## src/rtl/gpp_multicycle.sv

```systemverilog
// Multi-cycle MIPS-subset core: fetch handshake, R/I-type ALU ops and BEQ,
// carry flag, illegal-instruction halt, retire strobe and a debug register port.
module gpp_multicycle #(
  parameter int unsigned     DATA_W    = 32,
  parameter int unsigned     REG_COUNT = 32,
  parameter int unsigned     PC_W      = 32,
  parameter logic [PC_W-1:0] RESET_PC  = '0
) (
  input  logic              Clk,
  input  logic              Rst,
  output logic              IReq,
  output logic [PC_W-1:0]   IAddr,
  input  logic              IValid,
  input  logic [31:0]       IData,
  input  logic [4:0]        DbgAddr,
  output logic [DATA_W-1:0] DbgData,
  output logic              Retire,
  output logic              Co,
  output logic              Halt
);

  typedef enum logic [2:0] {
    S_WAIT, S_FETCH, S_DECODE, S_EXECUTE, S_STORE, S_HALT
  } state_t;

  state_t            state_q, state_d;
  logic [PC_W-1:0]   pc_q, pc_d;
  logic [31:0]       ir_q, ir_d;
  logic [DATA_W-1:0] rsv_q, rsv_d, rtv_q, rtv_d, rdv_q, rdv_d;
  logic              co_q, co_d, taken_q, taken_d;

  // Full 5-bit index space is kept; entries at or above REG_COUNT are never written.
  logic [DATA_W-1:0] regs_q [32];

  logic [5:0]        op, fn;
  logic [4:0]        rs, rt, rd, sh, wrIdx;
  logic [15:0]       imm;
  logic [DATA_W-1:0] simm, zimm;
  logic [PC_W-1:0]   brOff;
  logic [DATA_W:0]   sum;
  logic              legal, useRs, useRt, useRd, idxBad, wrEn;

  function automatic logic regOk(input logic [4:0] idx);
    return 32'(idx) < REG_COUNT;
  endfunction

  assign op  = ir_q[31:26];
  assign rs  = ir_q[25:21];
  assign rt  = ir_q[20:16];
  assign rd  = ir_q[15:11];
  assign sh  = ir_q[10:6];
  assign fn  = ir_q[5:0];
  assign imm = ir_q[15:0];

  always_comb begin
    simm       = {DATA_W{imm[15]}};
    simm[15:0] = imm;
    zimm       = '0;
    zimm[15:0] = imm;
    brOff      = {PC_W{imm[15]}};
    brOff[15:0] = imm;
    brOff      = brOff << 2;
  end

  always_comb begin
    legal = 1'b0;
    useRs = 1'b0;
    useRt = 1'b0;
    useRd = 1'b0;
    case (op)
      6'h00: case (fn)
        6'h20, 6'h22, 6'h24, 6'h25, 6'h2A: begin
          legal = 1'b1; useRs = 1'b1; useRt = 1'b1; useRd = 1'b1;
        end
        6'h00: begin
          legal = 1'b1; useRt = 1'b1; useRd = 1'b1;
        end
        default: ;
      endcase
      6'h04, 6'h08, 6'h0C, 6'h0D: begin
        legal = 1'b1; useRs = 1'b1; useRt = 1'b1;
      end
      default: ;
    endcase
    idxBad = (useRs && !regOk(rs)) || (useRt && !regOk(rt)) || (useRd && !regOk(rd));
  end

  always_ff @(posedge Clk) begin
    if (!Rst) state_q <= S_WAIT;
    else      state_q <= state_d;
  end

  always_comb begin
    state_d = state_q;
    case (state_q)
      S_WAIT:    state_d = S_FETCH;
      S_FETCH:   if (IValid) state_d = S_DECODE;
      S_DECODE:  state_d = (legal && !idxBad) ? S_EXECUTE : S_HALT;
      S_EXECUTE: state_d = S_STORE;
      S_STORE:   state_d = S_FETCH;
      S_HALT:    state_d = S_HALT;
      default:   state_d = S_WAIT;
    endcase
  end

  always_comb begin
    IReq    = (state_q == S_FETCH);
    Retire  = (state_q == S_STORE);
    Halt    = (state_q == S_HALT);
    IAddr   = pc_q;
    Co      = co_q;
    DbgData = regOk(DbgAddr) ? regs_q[DbgAddr] : '0;
  end

  always_comb begin
    ir_d  = ir_q;
    rsv_d = rsv_q;
    rtv_d = rtv_q;
    pc_d  = pc_q;
    case (state_q)
      S_FETCH:  if (IValid) ir_d = IData;
      S_DECODE: begin
        rsv_d = regOk(rs) ? regs_q[rs] : '0;
        rtv_d = regOk(rt) ? regs_q[rt] : '0;
      end
      S_STORE:  pc_d = pc_q + PC_W'(4) + (taken_q ? brOff : '0);
      default: ;
    endcase
  end

  // ALU: results are held in rdv_q/taken_q until the store cycle commits them.
  always_comb begin
    rdv_d   = rdv_q;
    co_d    = co_q;
    taken_d = taken_q;
    sum     = '0;
    if (state_q == S_EXECUTE) begin
      taken_d = 1'b0;
      case (op)
        6'h00: case (fn)
          6'h20: begin
            sum = {1'b0, rsv_q} + {1'b0, rtv_q};
            {co_d, rdv_d} = sum;
          end
          6'h22: begin
            rdv_d = rsv_q - rtv_q;
            co_d  = (rsv_q < rtv_q);
          end
          6'h24: rdv_d = rsv_q & rtv_q;
          6'h25: rdv_d = rsv_q | rtv_q;
          6'h2A: rdv_d = ($signed(rsv_q) < $signed(rtv_q)) ? DATA_W'(1) : '0;
          6'h00: rdv_d = (32'(sh) < DATA_W) ? (rtv_q << sh) : '0;
          default: ;
        endcase
        6'h08: begin
          sum = {1'b0, rsv_q} + {1'b0, simm};
          {co_d, rdv_d} = sum;
        end
        6'h0C: rdv_d = rsv_q & zimm;
        6'h0D: rdv_d = rsv_q | zimm;
        6'h04: taken_d = (rsv_q == rtv_q);
        default: ;
      endcase
    end
  end

  always_ff @(posedge Clk) begin
    if (!Rst) begin
      pc_q    <= RESET_PC;
      ir_q    <= '0;
      rsv_q   <= '0;
      rtv_q   <= '0;
      rdv_q   <= '0;
      co_q    <= 1'b0;
      taken_q <= 1'b0;
    end else begin
      pc_q    <= pc_d;
      ir_q    <= ir_d;
      rsv_q   <= rsv_d;
      rtv_q   <= rtv_d;
      rdv_q   <= rdv_d;
      co_q    <= co_d;
      taken_q <= taken_d;
    end
  end

  // R-type targets rd, I-type targets rt; BEQ and register 0 are never written.
  assign wrIdx = (op == 6'h00) ? rd : rt;
  assign wrEn  = (state_q == S_STORE) && (op != 6'h04) && (wrIdx != 5'd0) && regOk(wrIdx);

  always_ff @(posedge Clk) begin
    if (!Rst) begin
      for (int i = 0; i < 32; i++) regs_q[i] <= '0;
    end else if (wrEn) begin
      regs_q[wrIdx] <= rdv_q;
    end
  end

endmodule
```

## config.mk

```make
export PLATFORM = sky130hd
export DESIGN_NAME = gpp_multicycle
export DESIGN_NICKNAME = d
export VERILOG_FILES = /design/src/rtl/gpp_multicycle.sv
export SDC_FILE = /design/constraint.sdc
export NUM_CORES = 2
export LEC_CHECK = 0
export CAP_MARGIN = 20
export CORE_AREA = 5 5 566 568
export CTS_CLUSTER_SIZE = 28
export DETAILED_ROUTE_END_ITERATION = 12
export DIE_AREA = 0 0 571 573
export GPL_TIMING_DRIVEN = 1
export PLACE_DENSITY_LB_ADDON = 0.05
export SYNTH_ARGS = -nofsm -noshare
export SYNTH_HDL_FRONTEND = slang
export SYNTH_SLANG_ARGS = --single-unit
```

## constraint.sdc

```tcl
create_clock -name Clk -period 10.7 [get_ports Clk]
set_clock_uncertainty 0.15 [all_clocks]
set_input_delay 2.14 -clock Clk [delete_from_list [all_inputs] [get_ports Clk]]
set_output_delay 2.14 -clock Clk [all_outputs]
set_load 0.01 [all_outputs]
```

==> impl_results.html <==
<table>
<tr><th>Metric</th><th>Value</th></tr>
<tr><th colspan="2">Setup path</th></tr>
<tr><td>Required time of the critical path</td><td>8.41 ns</td></tr>
<tr><td>Setup Crit Path Kind</td><td>primary input to output port</td></tr>
<tr><td>CP dominant cell by count</td><td>sky130_fd_sc_hd__mux4_2</td></tr>
<tr><td>Maximum fanout count along the critical path</td><td>90</td></tr>
<tr><td>CP Cell Sequence</td><td>buf_8, buf_12, mux4_2, mux4_2, mux2_2, clkdlybuf4s50_1</td></tr>
<tr><td>Arrival time at the worst endpoint</td><td>5.53 ns</td></tr>
<tr><td>Slowest stage cell, crit path</td><td>sky130_fd_sc_hd__clkdlybuf4s50_1</td></tr>
<tr><td>Category of the worst setup path launch point</td><td>primary input</td></tr>
<tr><td>Largest stage delay on the critical path</td><td>0.67 ns</td></tr>
<tr><td>Type of element capturing the critical path</td><td>output port</td></tr>
<tr><th colspan="2">Power</th></tr>
<tr><td>Power per cell area</td><td>147 nW/µm²</td></tr>
<tr><td>Fraction of power consumed by combinational cells</td><td>16.1%</td></tr>
<tr><td>Power share of the sequential group</td><td>40.6%</td></tr>
<tr><td>Leak</td><td>30.1 nW</td></tr>
<tr><td>Switching power as a share of total power</td><td>29.3%</td></tr>
<tr><td>Sw Pwr</td><td>3.90 mW</td></tr>
<tr><td>Clock power frac</td><td>43.2%</td></tr>
<tr><td>Pwr Total</td><td>13.3 mW</td></tr>
<tr><td>Internal power of the cells</td><td>9.42 mW</td></tr>
<tr><td>Worst VDD drop</td><td>0.114 mV</td></tr>
<tr><th colspan="2">Clock network</th></tr>
<tr><td>Post-CTS setup buffer count</td><td>0</td></tr>
<tr><td>Sinks on Clock Net</td><td>1187</td></tr>
<tr><td>Root buffer selected by CTS</td><td>sky130_fd_sc_hd__clkbuf_16</td></tr>
<tr><td>Number of gates resized after CTS</td><td>0</td></tr>
<tr><td>Number of buffers inserted during clock tree synthesis</td><td>166</td></tr>
<tr><td>Clock tree from TritonCTS</td><td>built</td></tr>
<tr><td>Deepest clock path buffer count</td><td>4</td></tr>
<tr><td>Clk pin slew, worst setup/hold paths</td><td>0.05 ns</td></tr>
<tr><td>Hold bufs inserted after CTS</td><td>0</td></tr>
<tr><td>Htree depth</td><td>4</td></tr>
<tr><td>Clock latency at the later pin of the worst-skew pair</td><td>0.90 ns</td></tr>
<tr><th colspan="2">Cells and area</th></tr>
<tr><td>Area of the multi-input gates</td><td>42100 µm²</td></tr>
<tr><td>Number of non-filler instances in the completed layout</td><td>10122</td></tr>
<tr><td>Final core area utilization</td><td>28.8%</td></tr>
<tr><td>Layout overhead on the synthesized area</td><td>15.6%</td></tr>
<tr><td>Number of nets in the layout</td><td>6029</td></tr>
<tr><td>Ratio of cells with drive above 1 in the final layout</td><td>27.0%</td></tr>
<tr><td>Final cell area excluding filler cells</td><td>90400 µm²</td></tr>
<tr><td>Filler cell count in the final layout</td><td>31424</td></tr>
<tr><td>Combined flip-flop and latch cell area</td><td>34100 µm²</td></tr>
<tr><th colspan="2">Global route</th></tr>
<tr><td>Global-route wire length before repair</td><td>519 mm</td></tr>
<tr><td>Via count of the first global-routing pass</td><td>54578</td></tr>
<tr><td>Overall fraction of global-route tracks in use</td><td>23.1%</td></tr>
<tr><td>Number of antenna violations at the first check in global routing</td><td>55</td></tr>
<tr><td>Final global-route overflow total</td><td>0</td></tr>
<tr><td>Global routing met3 resource utilization</td><td>3.16%</td></tr>
<tr><td>Met2 track demand over resource in global routing</td><td>37.9%</td></tr>
<tr><td>Maximum number of pins on one net before global-route repair</td><td>98</td></tr>
<tr><td>Routing layer with the top usage in global route</td><td>met2</td></tr>
<tr><td>Met1 Use GR</td><td>32.2%</td></tr>
<tr><th colspan="2">Drt</th></tr>
<tr><td>Number of DRC violations after detailed routing</td><td>0</td></tr>
<tr><td>Remaining antenna violation count</td><td>0</td></tr>
<tr><td>Wirelength per Cell</td><td>38.2 µm</td></tr>
<tr><td>TritonRoute pass-1 iters</td><td>6</td></tr>
<tr><td>Vias per cell</td><td>5.47</td></tr>
<tr><td>WL final</td><td>387 mm</td></tr>
<tr><td>Total via count after detailed routing</td><td>55356</td></tr>
<tr><td>DRT iter0 DRCs</td><td>6163</td></tr>
<tr><th colspan="2">Job</th></tr>
<tr><td>Reported max-cap violation count</td><td>0</td></tr>
<tr><th colspan="2">Placement</th></tr>
<tr><td>DP Wirelength</td><td>245 mm</td></tr>
<tr><td>Area of placed instances</td><td>84800 µm²</td></tr>
<tr><td>Final weighted congestion in routability-driven placement</td><td>0.843</td></tr>
<tr><td>Number of instances in the placed design</td><td>9773</td></tr>
<tr><td># port buffers</td><td>105</td></tr>
<tr><td>Setup slack after placement</td><td>3.00 ns</td></tr>
<tr><th colspan="2">Floorplan</th></tr>
<tr><td>Die height</td><td>573 µm</td></tr>
<tr><td>Placeable core region</td><td>314000 µm²</td></tr>
<tr><td>Count of pins on the block boundary</td><td>108</td></tr>
<tr><td>Die area</td><td>327000 µm²</td></tr>
<tr><td>Initial cell density of the core</td><td>24.9%</td></tr>
<tr><td>Std-Cell Rows</td><td>206</td></tr>
<tr><td>Die Wd</td><td>571 µm</td></tr>
<tr><th colspan="2">Yosys</th></tr>
<tr><td>Ys Warns</td><td>0</td></tr>
<tr><td>Instance count of the mapped netlist</td><td>5841</td></tr>
<tr><td>Commonest register cell after synthesis</td><td>sky130_fd_sc_hd__edfxtp_1</td></tr>
<tr><td>Post-synth cell types</td><td>90</td></tr>
<tr><td>Count of state elements after synthesis</td><td>1187</td></tr>
<tr><td>Ys async rst share</td><td>0%</td></tr>
<tr><td>Number of enable-type register cells in the synthesized netlist</td><td>1024</td></tr>
<tr><td>Post-Syn Area per Cell</td><td>13.4 µm²</td></tr>
<tr><td>Share of synthesized area occupied by flip-flops and latches</td><td>43.5%</td></tr>
<tr><td>Syn Std Cell Area</td><td>78200 µm²</td></tr>
<tr><th colspan="2">STA</th></tr>
<tr><td>Final setup margin</td><td>2.88 ns</td></tr>
<tr><td>Final setup violation count</td><td>0</td></tr>
<tr><td>Worst slew margin relative to its limit</td><td>18.6%</td></tr>
<tr><td>Smallest hold slack</td><td>0.325 ns</td></tr>
<tr><td>Part of the cycle the worst path needs</td><td>73.1%</td></tr>
<tr><td>Hold violation count in the final report</td><td>0</td></tr>
<tr><td>Final Slew Violations</td><td>0</td></tr>
<tr><td>Unrepaired setup endpoints after global routing</td><td>false</td></tr>
<tr><td>Achievable clock frequency</td><td>128 MHz</td></tr>
<tr><td>Slew of the pin with the lowest slew margin</td><td>1.22 ns</td></tr>
<tr><td>Crit path time final</td><td>7.82 ns</td></tr>
<tr><td>Fin Setup TNS</td><td>0 ns</td></tr>
<tr><th colspan="2">Worst hold path</th></tr>
<tr><td>Type of the worst min-delay path</td><td>flip-flop to flip-flop</td></tr>
<tr><th colspan="2">Status</th></tr>
<tr><td>Outcome</td><td>finished clean</td></tr>
</table>
[final timing paths]
| check | start | to | slack [ns] | depth (start not counted) |
|---|---|---|---|---|
| setup / recovery | DbgAddr[1] | DbgData[8] | 2.88 | 6 |
| hold / removal | IAddr[9] | IAddr[9] | 0.32 | 2 |
| setup reg to reg | ir_q[9] | rdv_q[28] | 5.50 | 13 |
| hold reg to reg | IAddr[9] | IAddr[9] | 0.32 | 2 |
[cells by family after synthesis]
group / Yosys count / synth area share (%)
AO/OA/AOI/OAI: 825 / 6.89
XOR/XNOR: 56 / 0.627
adder cells (fa/ha/maj): 205 / 3.32
buffers and inverters: 704 / 3.49
flip-flops: 1187 / 43.5
multiplexers: 1111 / 29.8
other: 1 / 0.00480
AND/OR/NAND/NOR: 1752 / 12.3
[cell usage after synthesis (all sizes together) (122+ instances only)]
| master | count | area [µm²] |
|---|---|---|
| edfxtp | 1024 | 30700 |
| and2 | 1017 | 6360 |
| mux4 | 970 | 21800 |
| clkbuf | 451 | 1700 |
| nor2 | 265 | 1040 |
| nand2 | 253 | 950 |
| a21oi | 241 | 1210 |
| ha | 201 | 2510 |
| o21ai | 169 | 846 |
| dfxtp | 163 | 3260 |
| inv | 129 | 484 |
| buf | 122 | 539 |
[cell type report]
| cell class | count | area share [%] |
|---|---|---|
| Antenna cell | 50 | 0.138 |
| Clock buffer | 204 | 4.88 |
| Clock inverter | 92 | 1.15 |
| Inverter | 131 | 0.552 |
| Multi-Input combinational cell | 3983 | 46.6 |
| Sequential cell | 1187 | 37.7 |
| Tap cell | 4160 | 5.76 |
| Timing Repair Buffer | 315 | 3.19 |
[state kept, by name, indices dropped and copies added (netlist names)]
signal	cells
ir_q	32
rsv_q	32
rtv_q	32
Co	1
regs_q	1024
IAddr	30
taken_q	1
state_q	3
rdv_q	32
[layout by cell type, fill, tap and decap left out, types with 15 or more instances in the layout]
cell type / count
sky130_fd_sc_hd__mux2_2: 43
sky130_fd_sc_hd__xnor2_1: 38
sky130_fd_sc_hd__inv_1: 128
sky130_fd_sc_hd__a221oi_1: 26
sky130_fd_sc_hd__o21ai_4: 31
sky130_fd_sc_hd__o221ai_1: 22
sky130_fd_sc_hd__diode_2: 50
sky130_fd_sc_hd__o21a_1: 16
sky130_fd_sc_hd__a21o_1: 45
sky130_fd_sc_hd__clkinv_1: 30
sky130_fd_sc_hd__nand4_1: 18
sky130_fd_sc_hd__nand3_1: 43
sky130_fd_sc_hd__edfxtp_1: 1024
sky130_fd_sc_hd__xor2_1: 18
sky130_fd_sc_hd__o31ai_1: 15
sky130_fd_sc_hd__a31oi_1: 30
sky130_fd_sc_hd__o211ai_1: 18
sky130_fd_sc_hd__o21bai_1: 22
sky130_fd_sc_hd__mux4_2: 970
sky130_fd_sc_hd__o21ai_0: 137
sky130_fd_sc_hd__clkdlybuf4s50_1: 99
sky130_fd_sc_hd__conb_1: 34
sky130_fd_sc_hd__a211oi_1: 98
sky130_fd_sc_hd__and2_1: 1016
sky130_fd_sc_hd__dfxtp_1: 141
sky130_fd_sc_hd__bufinv_16: 18
sky130_fd_sc_hd__mux2i_1: 98
sky130_fd_sc_hd__nor2_1: 229
sky130_fd_sc_hd__clkbuf_1: 28
sky130_fd_sc_hd__clkbuf_16: 167
sky130_fd_sc_hd__nor2_4: 33
sky130_fd_sc_hd__ha_1: 201
sky130_fd_sc_hd__buf_4: 195
sky130_fd_sc_hd__a21oi_1: 241
sky130_fd_sc_hd__nor3_1: 48
sky130_fd_sc_hd__nand2b_1: 22
sky130_fd_sc_hd__clkinv_2: 26
sky130_fd_sc_hd__nand2_1: 252
[power groups by stage]
stage	registers, mW	logic, mW	clock network [mW]
floorplan	5.37	1.31	0
global placement	5.52	2.14	0
detailed placement	5.51	2.15	0
CTS	5.41	2.16	5.91
global route	5.43	2.26	6.09
finish	5.42	2.15	5.76
[metal layers]
layer / vias to the layer above / part of all wire, %
li1: 22764 / -
met1: 29852 / 44
met2: 2304 / 48
met3: 436 / 5.7
met4: 0 / 2.7
met5: - / 0
[worst max-delay path, delay by kind of cell]
| family | cells | cell delay, ns |
|---|---|---|
| buffers and inverters | 3 | 1.63 |
| multiplexers | 3 | 1.20 |
(Power assumes the default switching activity.)
